$ cat src/rtl/uart_tx_arbiter.sv
`default_nettype none
// ============================================================================
// Module      : uart_tx_arbiter
// Description : Round-robin arbiter/sequencer sharing one UART transmitter
//               between N_REQ byte requesters. The winner's byte is captured,
//               a one-cycle start pulse is sent to the transmitter, and the
//               block waits for the transmitter's finish interrupt (or a
//               watchdog timeout) before returning a one-cycle ack.
// Ports       : clk        - system clock
//               rst_n      - synchronous reset, active-high despite the name
//               r_tx_en    - transmit enable; 0 blocks new grants
//               req        - per-requester request level
//               req_data   - byte of requester i on bits [8i+7:8i]
//               ack        - one-cycle completion pulse to the winner
//               ack_err    - qualifies ack; 1 = watchdog timeout
//               busy       - high whenever not idle
//               gnt_id     - index of the current or last granted requester
//               tx_data    - byte to transmitter, stable START..DONE
//               tx_start   - one-cycle start pulse to transmitter
//               tx_finish  - transmitter finish interrupt (level or pulse)
// Revision    : 1.0 - initial release
// ============================================================================
module uart_tx_arbiter #(
    parameter int N_REQ       = 4,
    parameter int TIMEOUT_CYC = 2_000_000,
    parameter int CNT_W       = 22
) (
    input  logic                 clk,
    input  logic                 rst_n,
    input  logic                 r_tx_en,
    input  logic [N_REQ-1:0]     req,
    input  logic [8*N_REQ-1:0]   req_data,
    output logic [N_REQ-1:0]     ack,
    output logic                 ack_err,
    output logic                 busy,
    output logic [2:0]           gnt_id,
    output logic [7:0]           tx_data,
    output logic                 tx_start,
    input  logic                 tx_finish
);

    localparam logic [1:0] S_IDLE  = 2'd0;
    localparam logic [1:0] S_START = 2'd1;
    localparam logic [1:0] S_WAIT  = 2'd2;
    localparam logic [1:0] S_DONE  = 2'd3;

    // The watchdog is cleared in START and incremented on every WAIT cycle;
    // the WAIT cycle whose incremented count reaches this value is the last
    // one, so DONE lands exactly TIMEOUT_CYC cycles after START.
    localparam logic [CNT_W-1:0] c_wdog_last = CNT_W'(TIMEOUT_CYC - 1);

    logic [1:0]       r_state;
    logic [1:0]       w_state_next;
    logic [2:0]       r_ptr;
    logic [2:0]       r_gnt_id;
    logic [7:0]       r_tx_data;
    logic [CNT_W-1:0] r_wdog;
    logic             r_err;

    logic             w_grant;
    logic [2:0]       w_sel;
    logic [7:0]       w_sel_data;
    logic [N_REQ-1:0] w_upper;
    logic [2:0]       w_sel_upper;
    logic [2:0]       w_sel_any;
    logic [CNT_W-1:0] w_wdog_inc;
    logic             w_timeout;

    // ------------------------------------------------------------------
    // Round-robin select: lowest set request at or above the pointer,
    // otherwise wrap to the lowest set request overall.
    // ------------------------------------------------------------------
    always_comb begin
        w_upper     = '0;
        w_sel_upper = 3'd0;
        w_sel_any   = 3'd0;
        for (int i = 0; i < N_REQ; i++) begin
            w_upper[i] = req[i] && (3'(i) >= r_ptr);
        end
        // Scan downward so the lowest index is the last one written.
        for (int i = N_REQ - 1; i >= 0; i--) begin
            if (w_upper[i]) w_sel_upper = 3'(i);
            if (req[i])     w_sel_any   = 3'(i);
        end
        w_sel = (|w_upper) ? w_sel_upper : w_sel_any;
    end

    always_comb begin
        w_sel_data = 8'h00;
        for (int i = 0; i < N_REQ; i++) begin
            if (3'(i) == w_sel) w_sel_data = req_data[8*i +: 8];
        end
    end

    assign w_grant    = r_tx_en && (|req);
    assign w_wdog_inc = r_wdog + 1'b1;
    assign w_timeout  = (w_wdog_inc == c_wdog_last);

    // ------------------------------------------------------------------
    // Next-state logic
    // ------------------------------------------------------------------
    always_comb begin
        w_state_next = r_state;
        case (r_state)
            S_IDLE:  if (w_grant) w_state_next = S_START;
            S_START: w_state_next = S_WAIT;
            // Completion takes priority over the watchdog's final cycle.
            S_WAIT:  if (tx_finish || w_timeout) w_state_next = S_DONE;
            S_DONE:  w_state_next = S_IDLE;
            default: w_state_next = S_IDLE;
        endcase
    end

    // ------------------------------------------------------------------
    // State and datapath registers
    // ------------------------------------------------------------------
    always_ff @(posedge clk) begin
        if (rst_n) begin
            r_state   <= S_IDLE;
            r_ptr     <= 3'd0;
            r_gnt_id  <= 3'd0;
            r_tx_data <= 8'h00;
            r_wdog    <= '0;
            r_err     <= 1'b0;
        end else begin
            r_state <= w_state_next;
            case (r_state)
                S_IDLE: begin
                    if (w_grant) begin
                        r_gnt_id  <= w_sel;
                        r_tx_data <= w_sel_data;
                    end
                end
                S_START: r_wdog <= '0;
                S_WAIT: begin
                    r_wdog <= w_wdog_inc;
                    // Only consulted after leaving WAIT, where it is 0 on
                    // completion and 1 on a pure timeout.
                    r_err  <= ~tx_finish;
                end
                S_DONE: begin
                    r_ptr <= (r_gnt_id == 3'(N_REQ - 1)) ? 3'd0 : r_gnt_id + 3'd1;
                end
                default: ;
            endcase
        end
    end

    // ------------------------------------------------------------------
    // Outputs decoded from the registered state
    // ------------------------------------------------------------------
    always_comb begin
        ack = '0;
        for (int i = 0; i < N_REQ; i++) begin
            ack[i] = (r_state == S_DONE) && (r_gnt_id == 3'(i));
        end
    end

    assign ack_err  = (r_state == S_DONE) && r_err;
    assign busy     = (r_state != S_IDLE);
    assign tx_start = (r_state == S_START);
    assign gnt_id   = r_gnt_id;
    assign tx_data  = r_tx_data;

endmodule
`default_nettype wire

$ cat config.mk
export PLATFORM = sky130hd
export DESIGN_NAME = uart_tx_arbiter
export DESIGN_NICKNAME = d
export VERILOG_FILES = /design/src/rtl/uart_tx_arbiter.sv
export SDC_FILE = /design/constraint.sdc
export NUM_CORES = 1
export LEC_CHECK = 0
export ABC_AREA = 1
export BUFFER_PORTS_ARGS = -buffer_cell sky130_fd_sc_hd__clkbuf_2
export CAP_MARGIN = 20
export CORE_MARGIN = 5
export CORE_UTILIZATION = 40
export CTS_CLUSTER_SIZE = 14
export DETAILED_ROUTE_END_ITERATION = 8
export SLEW_MARGIN = 25
export SYNTH_ARGS = -nofsm -noshare
export SYNTH_HDL_FRONTEND = slang
export SYNTH_SLANG_ARGS = --single-unit
$ cat constraint.sdc
create_clock -name clk -period 2.7 [get_ports clk]
set_clock_uncertainty 0.15 [all_clocks]
set_input_delay 0.54 -clock clk [delete_from_list [all_inputs] [get_ports clk]]
set_output_delay 0.54 -clock clk [all_outputs]
set_load 0.01 [all_outputs]
Yosys cells after proc, flatten, opt, wreduce, memory -nomap -nowiden
Index checks and enable logic that the tools add are counted.
{ "totals": {"ff_bits": 39, "out_inout_bits": 18, "elab_cells": 63} }
{ "classes": {"n_addsub": 2, "n_lt_le_gt_ge": 4, "eq_ne": 12, "n_mux": 18, "n_bitwise": 1, "reduce_logical": 20} }
{ "ops": {"columns": ["op", "count"], "rows": [
  ["$pmux 22 s2", 1],
  ["$mux 8", 4],
  ["$mux 3", 8],
  ["$add 22x1->22 const B", 1],
  ["$eq 22x21->1 const B", 1],
  ["$logic_and 1x1->1", 10],
  ["$mux 2", 4],
  ["$pmux 2 s4", 1],
  ["$reduce_or 4->1", 2],
  ["$eq 2x3->1 const A", 2],
  ["$eq 3x2->1 const B", 2],
  ["$ge 1x3->1 const A", 2],
  ["$ge 2x3->1 const A", 2],
  ["$logic_not 3->1", 2],
  ["$eq 2x2->1 const B", 2],
  ["$ne 2x2->1 const B", 2],
  ["$reduce_and 2->1", 2],
  ["$reduce_bool 2->1", 2],
  ["$add 3x1->3 const B", 1],
  ["$eq 1x3->1 const A", 1],
  ["$eq 3x1->1 const B", 1],
  ["$eq 2x1->1 const B", 1],
  ["$logic_not 2->1", 1],
  ["$logic_or 1x1->1", 1],
  ["$not 1->1", 1]
]} }

Depth between registers and ports, before layout
{ "depth": {"word_depth": 12, "mapped_depth": 16, "depth_no_buf": 16} }

Worst setup path before layout
Ideal clock, no wire load.
{ "synth_timing": {"kind": "register -> register", "start": "register r_wdog[1]", "end": "register r_state[1]", "setup_ns": 0.115, "t_arrival_ns": 1.676, "required_ns": 2.435, "setup_slack_ns": 0.760, "stages_incl_launch_ff": 17, "path_buffers": 0, "period_less_slack_ns": 1.940, "path_cell_list": "dfxtp_1 ha_1 nand2_2 nor2_4 nand2_4 nor2_2 nand2_1 nand2_2 nand2_1 nor2_2 nand2_1 nor2_1 nand2_1 nand2_2 nand3_1 nand2_1 nor2_1"} }
{ "synth_between": {"elab_chain_len": 5} }
{ "synth_rtl": {"columns": ["item", "line_no", "rtl"], "rows": [
  ["start, declared", "57", "logic [CNT_W-1:0] r_wdog;"],
  ["start signal, assigned", "136", "r_wdog <= w_wdog_inc;"],
  ["$add 22x1->22", "96", "assign w_wdog_inc = r_wdog + 1'b1;"],
  ["$eq 22x21->1", "97", "assign w_timeout = (w_wdog_inc == c_wdog_last);"],
  ["$logic_or 1x1->1", "108", "S_WAIT: if (tx_finish || w_timeout) w_state_next = S_DONE;"],
  ["$ne 2x2->1 (no source line)", null, null],
  ["$reduce_and 2->1 (no source line)", null, null],
  ["end signal, assigned", "126", "r_state <= w_state_next;"],
  ["end, declared", "52", "logic [1:0] r_state;"]
]} }
No other way between the ends.
A chain may end at the register's enable or synchronous reset.

Worst setup path after layout
Same ends and word-level chain as after synthesis.

==> results.cfg <==
[run_status]
status = complete, no violations

[yosys]
synthSimpleGateAreaFrac = 0.448
synth_compound_area_frac = 0.112
synth_nets = 470
yosys_warnings = 0
ys_async_sr_fraction = 0
ys.flop_type = dfxtp_1
syn_avg_cell_area_um2 = 6.04
synthAdderAreaFrac = 0.0493
ys_seq_area_frac = 0.292
yosysUniqueCellTypes = 31
synth_top_family_by_area = simple AND/OR/NAND/NOR gates
synthXorXnorAreaFrac = 0.00345
synth_mux_area_frac = 0
syn_area_um2 = 2540
synth_cells = 420
synth_edf_count = 0
ys_ff_latch = 37

[floorplanning]
initial_core_util = 0.404
rows = 29
core_area_um2 = 6280
die_w_um = 89.7
io_pins = 58
die-area_um2 = 8040
die-height_um = 89.7

[layout]
finalNonFillerCells = 552
drive_above_1_share = 0.194
fillers = 689
fin_nets = 525
n_antenna_cell = 0
area_growth_pct = 17.4
final_util = 0.475

[placement]
numPortBuffers = 56
pre_cts_ws_ns = 0.289
gp_congestion = 0.800
place_inst = 545
dp_hpwl_mm = 5.14

[route]
drtIter0Drc = 120
avgRoutedWirePerCell_um = 11.7
num_vias = 2676
drtAntennaViolNets = 0
drc = 0
drtPass1Iterations = 6
viasPerCell = 4.85
routed_wl_mm = 6.45

[pwr]
vdd_drop_max_mv = 0.274
power_density_nw_per_um2 = 574
p_leak_uw = 0.00129
p_total_uw = 1710

[grt]
grt_pass1_wl_mm = 11.2
grt_max_degree = 21
grt_util_all_layers = 0.174
antenna_found_initial = 0
grt_overflow = 0
grt_pass1_vias = 2609

[timing]
worst_slew_pin_slew_ns = 0.691
drv_slew = 0
setup_violations = 0
max_freq_ghz = 0.445
hold_viol = 0
fin_crit_sh = 0.832
timing.final.ws_setup_ns = 0.453
slew_headroom = 0.538
min_period_ns = 2.25
tns_ns = 0
rsz0062_at_grt = false

[clock_network]
cts_tree = done
hold_buffers = 0
post_cts_buffers = 0
clk_pin_slew_worst_paths_ns = 0.07
clk_path_buf_depth = 2
ctsResizeCount = 0
cts.sinks = 37
cts-root-buf = clkbuf_8
cts.htree.levels = 2
clk-insertion-delay-late_ns = 0.29
cts_made_buffers = 5

[setup_path]
end_kind = register
cp-start-kind = register
path_max_fanout = 7
cp_data_arrival_time_ns = 2.27
crit_type = register to register
cp.required_ns = 2.73

[min_path]
hp-class = register to register

[run]
cap_violations = 0
[path summary, 6_finish.rpt]
path,start,end,slack (ns),cells after the start
max,r_wdog[1],r_state[1],0.45,16
min,tx_data[3],tx_data[3],0.32,2
max reg2reg,r_wdog[1],r_state[1],0.45,16
min reg2reg,tx_data[3],tx_data[3],0.32,2
[kinds of logic after synthesis]
kind of cell / after synthesis
AND/OR/NAND/NOR: 256
buffers and inverters: 62
AO/OA/AOI/OAI: 53
flip-flops: 37
adder cells (fa/ha/maj): 10
XOR/XNOR: 1
other: 1
[synthesized netlist by cell type (all sizes together) (2+ instances only)]
library cell	instances	area share
a21oi	36	0.072
buf	2	0.0049
clkbuf	10	0.015
dfxtp	37	0.29
ha	10	0.049
inv	49	0.072
nand2	152	0.24
nand3	40	0.081
nand4	15	0.037
nor2	45	0.082
nor3	3	0.0099
o21ai	13	0.027
[sequential cells by signal, indices dropped and copies added, names as in the netlist]
| register | flops |
|---|---|
| r_ptr | 2 |
| gnt_id | 2 |
| r_wdog | 22 |
| r_err | 1 |
| r_state | 2 |
| tx_data | 8 |
[critical path: stages, from the launching register on]
cell and delay, ns:
dfxtp_1 0.42, ha_1 0.28, nand2_2 0.11, nor2_4 0.21, nand2_4 0.09, nor2_2 0.14, nand2_1 0.07, nand2_2 0.06
nand2_1 0.06, nor2_2 0.07, nand2_1 0.07, nor2_1 0.09, nand2_1 0.07, nand2_2 0.08, nand3_1 0.06, nand2_1 0.06
nor2_1 0.04
[through the flow]
stage | hold slack (ns) | area [µm²]
floorplan | 0.293 | 2540
global placement | 0.305 | 2900
detailed placement | 0.309 | 2900
CTS | 0.321 | 2980
global route | 0.333 | 2980
finish | 0.319 | 2980
[cell usage in the layout, fill, tap and decap left out, types with 10 or more instances in the layout]
| cell | netlist | final |
|---|---|---|
| nand3_1 | 39 | 39 |
| a21oi_1 | 35 | 35 |
| nor2_1 | 35 | 35 |
| nand4_1 | 15 | 15 |
| dfxtp_1 | 37 | 37 |
| nand2_1 | 143 | 143 |
| o21ai_0 | 10 | 10 |
| ha_1 | 10 | 10 |
| clkbuf_2 | 0 | 56 |
| inv_1 | 48 | 48 |
[power by group]
group / total [µW] / internal [µW] / switching, µW
Clock: 394 / 203 / 191
Sequential: 659 / 608 / 50.4
Combinational: 660 / 217 / 443
[routing by layer]
metal,part of all wire,global-route usage
met5,0,0
met4,0.013,0.0474
met1,0.46,0.205
met2,0.47,0.313
met3,0.059,0.0420
[final cells by class]
class	instances	area (µm²)	share of cell area
tap	77	96.3	0.0323
inverter	50	188	0.0629
clock buffer	7	86.3	0.0290
timing repair buffer	60	310	0.104
multi-input combinational	321	1560	0.523
sequential	37	741	0.248
Power figures use the tool's default switching activity.
